$ cat src/rtl/ov7670_sccb_init_seq.sv
// ---------------------------------------------------------------------------
// ov7670_sccb_init_seq
//
// Register-initialisation sequencer for the OV7670 camera. After power-up it
// walks a fixed table of (register, value) pairs and issues each pair as one
// SCCB write through the i2c_master AXI-stream command and data interfaces.
// A table entry whose register is 8'hFF is a delay marker (used after the
// COM7 soft reset) and produces a wait instead of a write. An entry whose
// write is not acknowledged is retried up to MAX_RETRY times before the
// block gives up and reports an error.
//
// Ports:
//   clk, reset_            system clock, asynchronous active-low reset
//   start                  single-cycle pulse; reruns the table from index 0
//                          (honoured only while idle, done or in error)
//   cmd_*                  i2c_master s_axis_cmd_* (one write_multiple+stop
//                          command per table entry)
//   data_tdata/tvalid/
//   tready/tlast           i2c_master s_axis_data_* (register byte, then
//                          value byte with tlast)
//   i2c_busy               i2c_master busy
//   i2c_missed_ack         i2c_master missed_ack pulse
//   seq_busy               sequence in progress
//   seq_done               table completed without error (sticky)
//   seq_error              retries exhausted (sticky)
//   seq_index              current table index
// ---------------------------------------------------------------------------
module ov7670_sccb_init_seq #(
    parameter logic [6:0]  SLAVE_ADDR     = 7'h21,
    parameter int unsigned POWERUP_CYCLES = 1_000_000,
    parameter int unsigned SWRESET_CYCLES = 1_000_000,
    parameter int unsigned MAX_RETRY      = 3
) (
    input  logic       clk,
    input  logic       reset_,
    input  logic       start,
    output logic [6:0] cmd_address,
    output logic       cmd_start,
    output logic       cmd_read,
    output logic       cmd_write,
    output logic       cmd_write_multiple,
    output logic       cmd_stop,
    output logic       cmd_valid,
    input  logic       cmd_ready,
    output logic [7:0] data_tdata,
    output logic       data_tvalid,
    input  logic       data_tready,
    output logic       data_tlast,
    input  logic       i2c_busy,
    input  logic       i2c_missed_ack,
    output logic       seq_busy,
    output logic       seq_done,
    output logic       seq_error,
    output logic [3:0] seq_index
);

    localparam int unsigned MAX_WAIT = (POWERUP_CYCLES > SWRESET_CYCLES) ?
                                       POWERUP_CYCLES : SWRESET_CYCLES;
    localparam int unsigned CNT_W    = $clog2(MAX_WAIT) + 1;
    localparam int unsigned RETRY_W  = $clog2(MAX_RETRY + 1) + 1;

    localparam logic [CNT_W-1:0]   PWRUP_LAST   = CNT_W'(POWERUP_CYCLES - 1);
    localparam logic [CNT_W-1:0]   SWRST_LAST   = CNT_W'(SWRESET_CYCLES - 1);
    localparam logic [RETRY_W-1:0] RETRY_LIMIT  = RETRY_W'(MAX_RETRY);
    localparam logic [3:0]         LAST_INDEX   = 4'd8;
    localparam logic [7:0]         DELAY_MARKER = 8'hFF;

    typedef enum logic [3:0] {
        IDLE       = 4'd0,
        PWRUP_WAIT = 4'd1,
        FETCH      = 4'd2,
        SEND_CMD   = 4'd3,
        SEND_REG   = 4'd4,
        SEND_VAL   = 4'd5,
        WAIT_BUSY  = 4'd6,
        CHECK      = 4'd7,
        DELAY      = 4'd8,
        DONE       = 4'd9,
        ERROR      = 4'd10
    } state_t;

    // Fixed initialisation table: {register, value}.
    function automatic logic [15:0] table_entry(input logic [3:0] idx);
        logic [15:0] entry;
        case (idx)
            4'd0:    entry = 16'h1280;  // COM7 soft reset
            4'd1:    entry = 16'hFFFF;  // delay marker: let the reset settle
            4'd2:    entry = 16'h1204;  // COM7: RGB output
            4'd3:    entry = 16'h40D0;  // COM15: RGB565, full range
            4'd4:    entry = 16'h1101;  // CLKRC: prescale
            4'd5:    entry = 16'h0C00;  // COM3
            4'd6:    entry = 16'h3E00;  // COM14
            4'd7:    entry = 16'h8C00;  // RGB444 off
            4'd8:    entry = 16'h0400;  // COM1
            default: entry = 16'h0000;
        endcase
        return entry;
    endfunction

    state_t               state_r;
    state_t               state_next_s;
    logic [CNT_W-1:0]     cnt_r;
    logic [CNT_W-1:0]     cnt_next_s;
    logic [3:0]           index_r;
    logic [3:0]           index_next_s;
    logic [RETRY_W-1:0]   retry_r;
    logic [RETRY_W-1:0]   retry_next_s;
    logic                 ack_r;
    logic                 ack_next_s;
    logic                 done_r;
    logic                 done_next_s;
    logic                 error_r;
    logic                 error_next_s;
    logic [15:0]          entry_s;
    state_t               adv_state_s;
    logic [3:0]           adv_index_s;
    logic [7:0]           tdata_next_s;

    logic                 cmd_valid_r;
    logic                 cmd_wm_r;
    logic                 cmd_stop_r;
    logic                 data_tvalid_r;
    logic [7:0]           data_tdata_r;
    logic                 data_tlast_r;
    logic                 seq_busy_r;

    assign entry_s = table_entry(index_r);

    // Where a completed entry leads: the next index, or DONE after the last.
    always_comb begin
        if (index_r == LAST_INDEX) begin
            adv_state_s = DONE;
            adv_index_s = index_r;
        end else begin
            adv_state_s = FETCH;
            adv_index_s = index_r + 4'd1;
        end
    end

    // Next-state, counters, retry bookkeeping and sticky status flags.
    always_comb begin
        state_next_s = state_r;
        cnt_next_s   = '0;
        index_next_s = index_r;
        retry_next_s = retry_r;
        ack_next_s   = ack_r;
        done_next_s  = done_r;
        error_next_s = error_r;

        case (state_r)
            IDLE, DONE, ERROR: begin
                if (start) begin
                    state_next_s = FETCH;
                    index_next_s = 4'd0;
                    retry_next_s = '0;
                    done_next_s  = 1'b0;
                    error_next_s = 1'b0;
                end else begin
                    state_next_s = state_r;
                end
            end
            PWRUP_WAIT: begin
                if (cnt_r == PWRUP_LAST) begin
                    state_next_s = FETCH;
                end else begin
                    cnt_next_s = cnt_r + CNT_W'(1);
                end
            end
            FETCH: begin
                if (entry_s[15:8] == DELAY_MARKER) begin
                    state_next_s = DELAY;
                end else begin
                    state_next_s = SEND_CMD;
                    ack_next_s   = 1'b0;
                end
            end
            SEND_CMD: begin
                ack_next_s = ack_r | i2c_missed_ack;
                if (cmd_valid_r && cmd_ready) begin
                    state_next_s = SEND_REG;
                end else begin
                    state_next_s = SEND_CMD;
                end
            end
            SEND_REG: begin
                ack_next_s = ack_r | i2c_missed_ack;
                if (data_tvalid_r && data_tready) begin
                    state_next_s = SEND_VAL;
                end else begin
                    state_next_s = SEND_REG;
                end
            end
            SEND_VAL: begin
                ack_next_s = ack_r | i2c_missed_ack;
                if (data_tvalid_r && data_tready) begin
                    state_next_s = WAIT_BUSY;
                end else begin
                    state_next_s = SEND_VAL;
                end
            end
            WAIT_BUSY: begin
                // The master may raise busy a cycle late, so never leave on
                // the first cycle; cnt_r != 0 marks that one cycle has passed.
                ack_next_s = ack_r | i2c_missed_ack;
                if ((cnt_r != '0) && !i2c_busy) begin
                    state_next_s = CHECK;
                end else begin
                    cnt_next_s = CNT_W'(1);
                end
            end
            CHECK: begin
                ack_next_s = ack_r | i2c_missed_ack;
                if (!(ack_r | i2c_missed_ack)) begin
                    state_next_s = adv_state_s;
                    index_next_s = adv_index_s;
                    retry_next_s = '0;
                    done_next_s  = (adv_state_s == DONE);
                end else if (retry_r < RETRY_LIMIT) begin
                    state_next_s = FETCH;
                    retry_next_s = retry_r + RETRY_W'(1);
                end else begin
                    state_next_s = ERROR;
                    error_next_s = 1'b1;
                end
            end
            DELAY: begin
                if (cnt_r == SWRST_LAST) begin
                    state_next_s = adv_state_s;
                    index_next_s = adv_index_s;
                    retry_next_s = '0;
                    done_next_s  = (adv_state_s == DONE);
                end else begin
                    cnt_next_s = cnt_r + CNT_W'(1);
                end
            end
            default: begin
                // Corrupted state encoding: stop and make it visible.
                state_next_s = ERROR;
                error_next_s = 1'b1;
            end
        endcase
    end

    // Data byte presented in the state being entered.
    always_comb begin
        case (state_next_s)
            SEND_REG: tdata_next_s = entry_s[15:8];
            SEND_VAL: tdata_next_s = entry_s[7:0];
            default:  tdata_next_s = 8'h00;
        endcase
    end

    // FSM and bookkeeping registers.
    always_ff @(posedge clk or negedge reset_) begin
        if (!reset_) begin
            state_r <= PWRUP_WAIT;
            cnt_r   <= '0;
            index_r <= 4'd0;
            retry_r <= '0;
            ack_r   <= 1'b0;
            done_r  <= 1'b0;
            error_r <= 1'b0;
        end else begin
            state_r <= state_next_s;
            cnt_r   <= cnt_next_s;
            index_r <= index_next_s;
            retry_r <= retry_next_s;
            ack_r   <= ack_next_s;
            done_r  <= done_next_s;
            error_r <= error_next_s;
        end
    end

    // Output registers, decoded from the state being entered so they are
    // aligned with state_r and cannot glitch.
    always_ff @(posedge clk or negedge reset_) begin
        if (!reset_) begin
            cmd_valid_r   <= 1'b0;
            cmd_wm_r      <= 1'b0;
            cmd_stop_r    <= 1'b0;
            data_tvalid_r <= 1'b0;
            data_tdata_r  <= 8'h00;
            data_tlast_r  <= 1'b0;
            seq_busy_r    <= 1'b1;
        end else begin
            cmd_valid_r   <= (state_next_s == SEND_CMD);
            cmd_wm_r      <= (state_next_s == SEND_CMD);
            cmd_stop_r    <= (state_next_s == SEND_CMD);
            data_tvalid_r <= (state_next_s == SEND_REG) || (state_next_s == SEND_VAL);
            data_tdata_r  <= tdata_next_s;
            data_tlast_r  <= (state_next_s == SEND_VAL);
            seq_busy_r    <= !((state_next_s == IDLE) || (state_next_s == DONE) ||
                               (state_next_s == ERROR));
        end
    end

    assign cmd_address        = SLAVE_ADDR;
    assign cmd_start          = 1'b0;
    assign cmd_read           = 1'b0;
    assign cmd_write          = 1'b0;
    assign cmd_write_multiple = cmd_wm_r;
    assign cmd_stop           = cmd_stop_r;
    assign cmd_valid          = cmd_valid_r;
    assign data_tdata         = data_tdata_r;
    assign data_tvalid        = data_tvalid_r;
    assign data_tlast         = data_tlast_r;
    assign seq_busy           = seq_busy_r;
    assign seq_done           = done_r;
    assign seq_error          = error_r;
    assign seq_index          = index_r;

endmodule

$ cat config.mk
export PLATFORM = sky130hd
export DESIGN_NAME = ov7670_sccb_init_seq
export DESIGN_NICKNAME = d
export VERILOG_FILES = /design/src/rtl/ov7670_sccb_init_seq.sv
export SDC_FILE = /design/constraint.sdc
export NUM_CORES = 1
export LEC_CHECK = 0
export ABC_AREA = 1
export BUFFER_PORTS_ARGS = -buffer_cell sky130_fd_sc_hd__buf_2
export CAP_MARGIN = 40
export CORE_ASPECT_RATIO = 1.5
export CORE_MARGIN = 2
export CORE_UTILIZATION = 35
export CTS_BUF_LIST = sky130_fd_sc_hd__clkbuf_8 sky130_fd_sc_hd__clkbuf_16
export DETAILED_ROUTE_END_ITERATION = 10
export GPL_ROUTABILITY_DRIVEN = 0
export PLACE_DENSITY = 0.55
export SYNTH_ARGS = -nofsm -noshare
export SYNTH_HDL_FRONTEND = slang
export SYNTH_SLANG_ARGS = --single-unit
$ cat constraint.sdc
create_clock -name clk -period 2.3 [get_ports clk]
set_clock_uncertainty 0.1 [all_clocks]
set_input_delay 0 -clock clk [delete_from_list [all_inputs] [get_ports clk]]
set_output_delay 0 -clock clk [all_outputs]
set_load 0.03 [all_outputs]
==> impl_metrics.yaml, run 1 <==
placement:
  dp_worst_setup_slack_ps: 211
  place_area_um2: 3150
  io_buffer_count: 26
  dpl.hpwl_mm: 5.63
job:
  cap_violations: 0
die:
  start_util: 0.365
  die_width_um: 78.8
  die-area_um2: 9160
  std_cell_rows: 40
  ios: 37
  fp.coreArea_um2: 8060
  chipHeight_um: 116
route:
  detailedRoute.firstIterationViolations: 90
  drcViolationCount: 0
  routed_length_per_instance_um: 13.4
  post_drt_via_cell_ratio: 4.90
  drt.antenna.violating_nets: 0
  first_pass_iteration_count_of_the_detailed_router: 4
  drt_wl_total_mm: 7.16
  num_vias: 2626
synthesis:
  synth_top_cells_by_count: "89 x sky130_fd_sc_hd__nand2_1, 69 x sky130_fd_sc_hd__nor2_1, 45 x sky130_fd_sc_hd__dfrtp_1"
  synthFlopType: "sky130_fd_sc_hd__dfrtp_1"
  seq_area_frac_synth: 0.401
  yosys_register_bits: 47
  avgSynthCellArea_um2: 7.42
  synthCells: 396
  yosysUniqueCellTypes: 37
  muxShareOfSynthArea: 0
  synth_top_family_by_area: "simple AND/OR/NAND/NOR gates"
  synthSimpleGateAreaFrac: 0.368
  synth_enable_flop_cells: 0
  synth.top_cell.area_share: 0.383
  arithmetic_cell_share_of_the_synthesized_area_counting_full_adders_half_adders_and_majority_gates: 0.0383
  post_synth_xor_area_fraction: 0.0388
  netlist_top_cells_area: "sky130_fd_sc_hd__dfrtp_1 38%, sky130_fd_sc_hd__nand2_1 11%, sky130_fd_sc_hd__nor2_1 8.8%"
  synth-async-reset-ratio: 1.00
  yosys.cell_count.top_type: "sky130_fd_sc_hd__nand2_1"
  synth_compound_gate_area_share: 0.0494
  synth_largest_area_cell: "sky130_fd_sc_hd__dfrtp_1"
  synth_warnings: 0
  synth.cell_area_um2: 2940
worst_setup_path:
  crit_path_end_kind: "flip-flop"
  worstPathCellList: "inv_2, ha_1, nand3_2, o21ai_1, nand2_1, nor2_1, nand3_1, inv_1, nand2_4, nor2_8, nand3_1, nand2_1"
  crit_required_ps: 2430
  family_with_the_most_delay_on_the_worst_path: "simple AND/OR/NAND/NOR gates"
  timing.setup.critical_path_class: "reg2reg"
  critical-path-max-stage-delay_ps: 480
  arrival_ps: 2170
  path_max_fanout: 9
  critPathSlowestCell: "sky130_fd_sc_hd__dfrtp_2"
  r2r-start: "seq_index[0]"
  startpoint: "seq_index[0]"
  worstSetupStartpointType: "flip-flop"
  critPathBufInv: 2
final_layout:
  antennaDiodeCount: 0
  area_growth_from_synthesis_to_layout_pct: 14.6
  share_of_post_route_cells_with_drive_strength_above_1: 0.179
  fin_area_um2: 3370
  finalNetCount: 446
timing:
  timing.final.crit_share: 0.888
  rsz0062_at_grt: "false"
  final.min_clock_period_ps: 2040
  max_freq_ghz: 0.490
  setup_viol_count_final: 0
  finalMaxSlewViolations: 0
  setup_tns_ps: 0
  hold_viol: 0
  post_layout_worst_setup_margin_ps: 257
hold_path:
  hp-start: "cmd_ready"
  hold_path_class: "in2reg"
global_route:
  maximum_number_of_pins_on_one_net_before_global_route_repair: 29
  globalRouteTotalUtil: 0.170
  grt-busiest-layer: "met2"
  grtUsageMet2: 0.337
  initial_antenna_violation_count: 0
  first_pass_grt_wire_length_mm: 12.2
  grt_pass1_vias: 2678
  globalRoute.totalOverflow: 0
  use_met1: 0.169
  gr_util_met3: 0.0240
power_and_ir_drop:
  leakage_power_nw: 1.70
  power_density_nw_per_um2: 1030
  ir_drop_v: 0.000386
  total_power_mw: 3.48
clock_tree:
  cts.sinks: 47
  cts_tree: "done"
  clock_latency_ps: 290
  clock_tree_buf_depth: 2
  cts_made_buffers: 5
  cts.htree.levels: 2
  clkSlewWorstSetupHoldPaths_ps: 70
  cts.root.buffer_cell: "sky130_fd_sc_hd__clkbuf_16"
status:
  outcome: "completed"
[cell usage in the layout (no fill, tap or decap), drive strengths merged]
master / count
nand2: 97
nor2: 76
inv: 51
dfrtp: 45
nand3: 41
buf: 32
o21ai: 14
xor2: 10
conb: 10
nor3: 10
ha: 9
clkbuf: 6
a21oi: 5
nand4: 5
xnor2: 3
nor3b: 3
dlygate4sd3: 2
dfstp: 2
clkinv: 2
nor4: 1
a211oi: 1
o22ai: 1
and3: 1
a32o: 1
o21a: 1
o2111ai: 1
bufinv: 1
[layout make-up]
class | count | area [um^2]
multi-input cells | 290 | 1490
fillers | 845 | 4690
well taps | 105 | 131
repair buffers | 34 | 195
inverters | 52 | 195
flip-flops and latches | 47 | 1180
clock inverters | 2 | 35.0
clock buffers | 6 | 139
[timing repair]
item                                    in CTS  in global routing
hold buffers                                 2                  0
resized for setup                            0                  3
hold endpoints to repair                    20                  0
setup buffers                                0                  2
endpoints found under the setup margin       0                  9
[worst reg2reg max path: stages, from the launching register on]
cell,delay (ps)
sky130_fd_sc_hd__dfrtp_2,480
sky130_fd_sc_hd__inv_2,130
sky130_fd_sc_hd__ha_1,190
sky130_fd_sc_hd__nand3_2,170
sky130_fd_sc_hd__o21ai_1,170
sky130_fd_sc_hd__nand2_1,60
sky130_fd_sc_hd__nor2_1,100
sky130_fd_sc_hd__nand3_1,90
sky130_fd_sc_hd__inv_1,110
sky130_fd_sc_hd__nand2_4,80
sky130_fd_sc_hd__nor2_8,140
sky130_fd_sc_hd__nand3_1,80
sky130_fd_sc_hd__nand2_1,80
[report_power, final]
group / total [mW] / internal [mW] / switching [mW]
Sequential: 1.06 / 0.965 / 0.100
Combinational: 1.56 / 0.472 / 1.09
Clock: 0.847 / 0.541 / 0.307
[flip-flops by register name, indices dropped and copies added (netlist names)]
signal,flops
state_r,4
cmd_stop,1
data_tdata,8
ack_r,1
retry_r,3
seq_done,1
data_tvalid,1
seq_busy,1
seq_index,4
cnt_r,21
seq_error,1
data_tlast,1
[metrics by stage]
stage                      util  cells  hold slack (ps)
after floorplan               -    404             -396
after global placement    0.391    524             -112
after detailed placement  0.391    524             -112
after CTS                 0.416    534             64.6
after global routing      0.418    536              115
final                     0.418    536             57.4
[cell families after synthesis]
| group | after synthesis |
|---|---|
| AOI/OAI and AO/OA | 24 |
| xor gates and xnor gates | 13 |
| adders and majority gates | 9 |
| buffers and inverters | 67 |
| DFF | 47 |
| other | 2 |
| and+or+nand+nor | 234 |
[path summary, 6_finish.rpt]
kind / end / slack, ps / depth (start not counted)
max: data_tdata[2] / 260 / 12
min: state_r[2] / 60 / 3
max reg2reg: data_tdata[2] / 260 / 12
min reg2reg: seq_error / 390 / 2
max in group asynchronous: state_r[0] / 1230 / 3
min in group asynchronous: retry_r[0] / 100 / 2
[routing by layer]
layer  vias to the layer above  share of wire
li1                       1294              -
met1                      1243           0.38
met2                        63           0.55
met3                        26          0.027
met4                         0          0.041
met5                         -              0
(Power assumes the default switching activity.)
==> run 2: changes to the inputs <==
Settings changed: ABC_AREA 1 to default, SKIP_CTS_REPAIR_TIMING from default to 1.
Clock period 2.3 ns to 2.56 ns, I/O delays scaled along.
==> run 2 against run 1 <==
Wire length decreased by 9.3%. Sequential power shrank 11%. Sequential share of layout area increased by 0.66 points. Via count down 14%. Highest routed layer unchanged.
==> impl_metrics.yaml, run 2 <==
synthesis:
  synth.cell_area_um2: 2710
  netlist_top_cells_area: "sky130_fd_sc_hd__dfrtp_1 42%, sky130_fd_sc_hd__nor2_1 4.7%, sky130_fd_sc_hd__ha_1 4.2%"
  synth_top_family_by_area: "simple AND/OR/NAND/NOR gates"
  muxShareOfSynthArea: 0.0268
  synth_top_cells_by_count: "45 x sky130_fd_sc_hd__dfrtp_1, 34 x sky130_fd_sc_hd__nor2_1, 18 x sky130_fd_sc_hd__nand2_1"
  post_synth_xor_area_fraction: 0.0647
  seq_area_frac_synth: 0.435
  synth_warnings: 0
  synth-async-reset-ratio: 1.00
  synth_compound_gate_area_share: 0.124
  synth.top_cell.area_share: 0.416
  synth_largest_area_cell: "sky130_fd_sc_hd__dfrtp_1"
  synthFlopType: "sky130_fd_sc_hd__dfrtp_1"
  yosysUniqueCellTypes: 49
  synthSimpleGateAreaFrac: 0.234
  yosys_register_bits: 47
  synthCells: 299
  synth_enable_flop_cells: 0
  avgSynthCellArea_um2: 9.06
  yosys.cell_count.top_type: "sky130_fd_sc_hd__dfrtp_1"
  arithmetic_cell_share_of_the_synthesized_area_counting_full_adders_half_adders_and_majority_gates: 0.0416
final_layout:
  most_common_library_cell_in_the_layout_ignoring_fill_and_taps: "sky130_fd_sc_hd__dfrtp_1"
  antennaDiodeCount: 0
  fin_cells: 447
  share_of_post_route_cells_with_drive_strength_above_1: 0.214
  layout.cells.most_common_list: "45 x sky130_fd_sc_hd__dfrtp_1, 34 x sky130_fd_sc_hd__nor2_1, 26 x sky130_fd_sc_hd__buf_2"
  largest_register: "cnt_r"
  largest_register_ffs: 21
  area_growth_from_synthesis_to_layout_pct: 21.8
  finalNetCount: 360
  n_fill_cell: 771
die:
  die_width_um: 75.8
  fp.coreArea_um2: 7560
  start_util: 0.358
  chipHeight_um: 112
  std_cell_rows: 39
  die-area_um2: 8470
  ios: 37
timing:
  tightestPinTransition_ps: 600
  timing.final.crit_share: 0.953
  max_freq_ghz: 0.410
  slew_headroom: 0.597
  finalMaxSlewViolations: 0
  final.min_clock_period_ps: 2440
  rsz0062_at_grt: "false"
  setup_viol_count_final: 0
  hold_viol: 0
  finalHoldWorstSlack_ps: 30.3
global_route:
  grt_pass1_vias: 2206
  use_met1: 0.187
  maximum_number_of_pins_on_one_net_before_global_route_repair: 33
  grtUsageMet2: 0.272
  first_pass_grt_wire_length_mm: 10.4
  gr_util_met3: 0.0235
  grt-busiest-layer: "met2"
  globalRouteTotalUtil: 0.159
  globalRoute.totalOverflow: 0
  initial_antenna_violation_count: 0
worst_setup_path:
  arrival_ps: 2560
  path_max_fanout: 4
  critical-path-max-stage-delay_ps: 570
  r2r-start: "cnt_r[10]"
  worstRegToRegCells: 6
  regToRegEndpoint: "seq_index[2]"
  worstSetupStartpointType: "flip-flop"
  timing.setup.critical_path_class: "reg2reg"
  reg2reg_setup_slack_ps: 120
  crit_path_end_kind: "flip-flop"
  crit_required_ps: 2680
  startpoint: "cnt_r[10]"
  critPathSlowestCell: "sky130_fd_sc_hd__or4_4"
  worstPathCellList: "nor4_2, nand3_2, or4_4, a21o_1, or3b_1, o21ai_1"
  endpoint: "seq_index[2]"
route:
  drt_wl_total_mm: 6.49
  num_vias: 2256
  detailedRoute.firstIterationViolations: 110
  drt.antenna.violating_nets: 0
  drcViolationCount: 0
  post_drt_via_cell_ratio: 5.05
  routed_length_per_instance_um: 14.5
  first_pass_iteration_count_of_the_detailed_router: 4
clock_tree:
  cts_made_buffers: 5
  clock_tree_buf_depth: 2
  cts.sinks: 47
  cts_tree: "done"
  cts.root.buffer_cell: "sky130_fd_sc_hd__clkbuf_16"
  clock_latency_ps: 290
  clkSlewWorstSetupHoldPaths_ps: 70
  cts.htree.levels: 2
power_and_ir_drop:
  ir_drop_v: 0.000392
  power_density_nw_per_um2: 901
  total_power_mw: 2.97
  leakage_power_nw: 1.47
placement:
  dp_cells: 435
  io_buffer_count: 26
  dpl.hpwl_mm: 4.80
status:
  outcome: "completed"
hold_path:
  hold_path_class: "in2reg"
job:
  cap_violations: 0
## run 2: cell count changes after synthesis, sizes merged, moves of 8 or more
cell / previous run / this run
a21oi: 5 / 15
nor2: 76 / 34
clkbuf: 2 / 10
xnor2: 3 / 11
inv: 51 / 17
nand3: 41 / 16
nand2: 97 / 18
## run 2: report_power, final
group          switching [mW]  internal, mW
Clock                   0.279         0.457
Combinational           0.815         0.475
Sequential             0.0770         0.868
Total                    1.17          1.80
## run 2: kinds of logic (layout without fill, tap and decap cells)
group	count (synthesis)	in the layout
AO/OA/AOI/OAI	54	54
other	2	10
XOR/XNOR	20	20
flip-flops	47	47
buffers and inverters	39	77
adder cells (fa/ha/maj)	9	9
multiplexers	7	7
AND/OR/NAND/NOR	121	121
## run 2: area by class of cell
class                           instances  area [um^2]  area share
Multi-Input combinational cell        221         1420       0.430
Sequential cell                        47         1180       0.357
Timing Repair Buffer                   52          343       0.104
Tap cell                              102          128      0.0387
Clock buffer                            5          125      0.0380
Inverter                               17         63.8      0.0194
Clock inverter                          3         41.3      0.0125
## run 2: per-stage QoR
stage	util	instance area, um^2	TNS (ps)	worst slack, ps
5_1_grt	0.436	3300	0	21.0
2_1_floorplan	-	2740	0	119
6_report	0.436	3300	0	119
3_5_place_dp	0.403	3050	0	3.70
4_1_cts	0.425	3210	-24.8	-24.8
3_3_place_gp	0.400	3030	0	29.5
## run 2: worst max-delay path: cells and delay by family, from the launching register on
kind,cells,cell delay (ps)
simple gates,4,1490
flops,1,420
compound gates,2,360
## run 2: routing by layer
metal  routed length, um  vias up  share of wire
met5                   0        -              0
met4                 205        0          0.032
met3                 147       12          0.023
met2                3500       31           0.54
met1                2640     1103           0.41
li1                    -     1110              -
## run 2: how the worst min path moves through the flow
stage | endpoint | startpoint | cells past startpoint | slack, ps
floorplan | ack_r | reset_ | 0 | -400
global placement | cnt_r[16] | reset_ | 1 | 160
detailed placement | cnt_r[16] | reset_ | 1 | -150
CTS | cnt_r[19] | reset_ | 1 | -460
global route | cnt_r[0] | i2c_busy | 3 | 70
finish | cnt_r[0] | i2c_busy | 3 | 30
==> run 3: changes to the inputs <==
--- a/constraint.sdc
+++ b/constraint.sdc
@@ -3,3 +3,3 @@
 set_input_delay 0 -clock clk [delete_from_list [all_inputs] [get_ports clk]]
 set_output_delay 0 -clock clk [all_outputs]
-set_load 0.03 [all_outputs]
+set_load 0.1 [all_outputs]
==> run 3 against run 2 <==
Critical endpoint is now seq_index[1]. Worst hold slack got worse by 49 ps. Global-route usage rose by 0.54 points. The flow now finishes with violations (negative hold slack). Clock power barely moved. Total power rose by 15%.
==> impl_metrics.yaml, run 3 (synthesis gave the netlist of run 2 again) <==
status:
  outcome: "finished with violations"
  violations: "negative hold slack"
timing:
  hold_viol: 1
  post_layout_worst_setup_margin_ps: 82.2
  slew_headroom: 0.558
  finalHoldWorstSlack_ps: -18.4
  tightestPinTransition_ps: 663
  setup_tns_ps: 0
  max_freq_ghz: 0.404
  finalMaxSlewViolations: 0
  timing.final.crit_share: 0.968
  setup_viol_count_final: 0
  final.min_clock_period_ps: 2480
worst_setup_path:
  arrival_ps: 2580
  path_max_fanout: 4
  critPathBufInv: 0
  worstPathCellList: "nor4_2, nand3_2, or4_1, a21o_1, or3b_1, o21ai_1"
  family_with_the_most_delay_on_the_worst_path: "simple AND/OR/NAND/NOR gates"
  timing.setup.critical_path_class: "reg2reg"
  critical-path-max-stage-delay_ps: 570
  critPathSlowestCell: "sky130_fd_sc_hd__or4_1"
  worstSetupStartpointType: "flip-flop"
  crit_required_ps: 2660
  crit_path_end_kind: "flip-flop"
placement:
  dp_worst_setup_slack_ps: 12.2
  io_buffer_count: 26
  dpl.hpwl_mm: 4.88
  place_area_um2: 3000
final_layout:
  area_growth_from_synthesis_to_layout_pct: 20.5
  layout.cells.most_common_list: "42 x sky130_fd_sc_hd__dfrtp_1, 34 x sky130_fd_sc_hd__nor2_1, 26 x sky130_fd_sc_hd__buf_2"
  fin_area_um2: 3260
  largest_register_ffs: 21
  share_of_post_route_cells_with_drive_strength_above_1: 0.214
  antennaDiodeCount: 0
  largest_register: "cnt_r"
  finalNetCount: 356
  most_common_library_cell_in_the_layout_ignoring_fill_and_taps: "sky130_fd_sc_hd__dfrtp_1"
clock_tree:
  cts.root.buffer_cell: "sky130_fd_sc_hd__clkbuf_16"
  cts_tree: "done"
  clock_tree_buf_depth: 2
  clock_latency_ps: 280
  cts.sinks: 47
  cts_made_buffers: 5
  cts.htree.levels: 2
  clkSlewWorstSetupHoldPaths_ps: 70
route:
  routed_length_per_instance_um: 14.8
  first_pass_iteration_count_of_the_detailed_router: 4
  drt_wl_total_mm: 6.57
  post_drt_via_cell_ratio: 5.12
  detailedRoute.firstIterationViolations: 82
  num_vias: 2267
  drt.antenna.violating_nets: 0
  drcViolationCount: 0
die:
  ios: 37
  die_width_um: 75.8
  start_util: 0.358
  fp.coreArea_um2: 7560
  std_cell_rows: 39
  chipHeight_um: 112
  die-area_um2: 8470
global_route:
  grt_pass1_vias: 2201
  globalRouteTotalUtil: 0.164
  globalRoute.totalOverflow: 0
  first_pass_grt_wire_length_mm: 10.8
  maximum_number_of_pins_on_one_net_before_global_route_repair: 28
  initial_antenna_violation_count: 0
power_and_ir_drop:
  ir_drop_v: 0.000628
  leakage_power_nw: 1.44
  power_density_nw_per_um2: 1050
  total_power_mw: 3.41
job:
  cap_violations: 0
hold_path:
  hold_path_class: "in2reg"
-- run 3: area by class of cell --
| class | count | area [um^2] |
|---|---|---|
| well taps | 102 | 128 |
| fillers | 762 | 4300 |
| clock buffers | 5 | 125 |
| repair buffers | 48 | 298 |
| clock inverters | 3 | 41.3 |
| flip-flops and latches | 47 | 1180 |
| multi-input cells | 221 | 1420 |
| inverters | 17 | 63.8 |
-- run 3: worst min-delay path, delay by kind of cell --
family | cells | cell delay [ps]
AO/OA/AOI/OAI | 2 | 190
buffers and inverters | 1 | 130
-- run 3: path summary, 6_finish.rpt --
path                                     end  slack [ps]  depth (start not counted)      startpoint
worst max-delay path            seq_index[1]          80                          6       cnt_r[10]
worst min-delay path                   ack_r         -20                          3  i2c_missed_ack
worst max register to register  seq_index[1]          80                          6       cnt_r[10]
worst min register to register      seq_done         410                          1        seq_done
max in group asynchronous           seq_busy        1410                          3          reset_
min in group asynchronous          cnt_r[19]         180                          2          reset_
-- run 3: power breakdown --
group | switching, mW | internal, mW
sequential | 0.103 | 0.870
combinational | 1.24 | 0.456
clock | 0.281 | 0.457
-- run 3: per-stage QoR --
step	std cells	hold WS, ps	utilization
2_1_floorplan	307	-396	-
5_1_grt	443	25.5	0.431
3_3_place_gp	430	-28.1	0.397
6_report	443	-18.4	0.431
3_5_place_dp	430	-25.3	0.397
4_1_cts	438	-330	0.419
-- run 3: metal layers --
metal  vias to the layer above  global-route usage  part of all wire
met2                        43               0.293              0.55
met5                         -                   0                 0
met3                        14              0.0226             0.030
met4                         0              0.0585             0.027
li1                       1104                   -                 -
met1                      1106               0.192              0.40
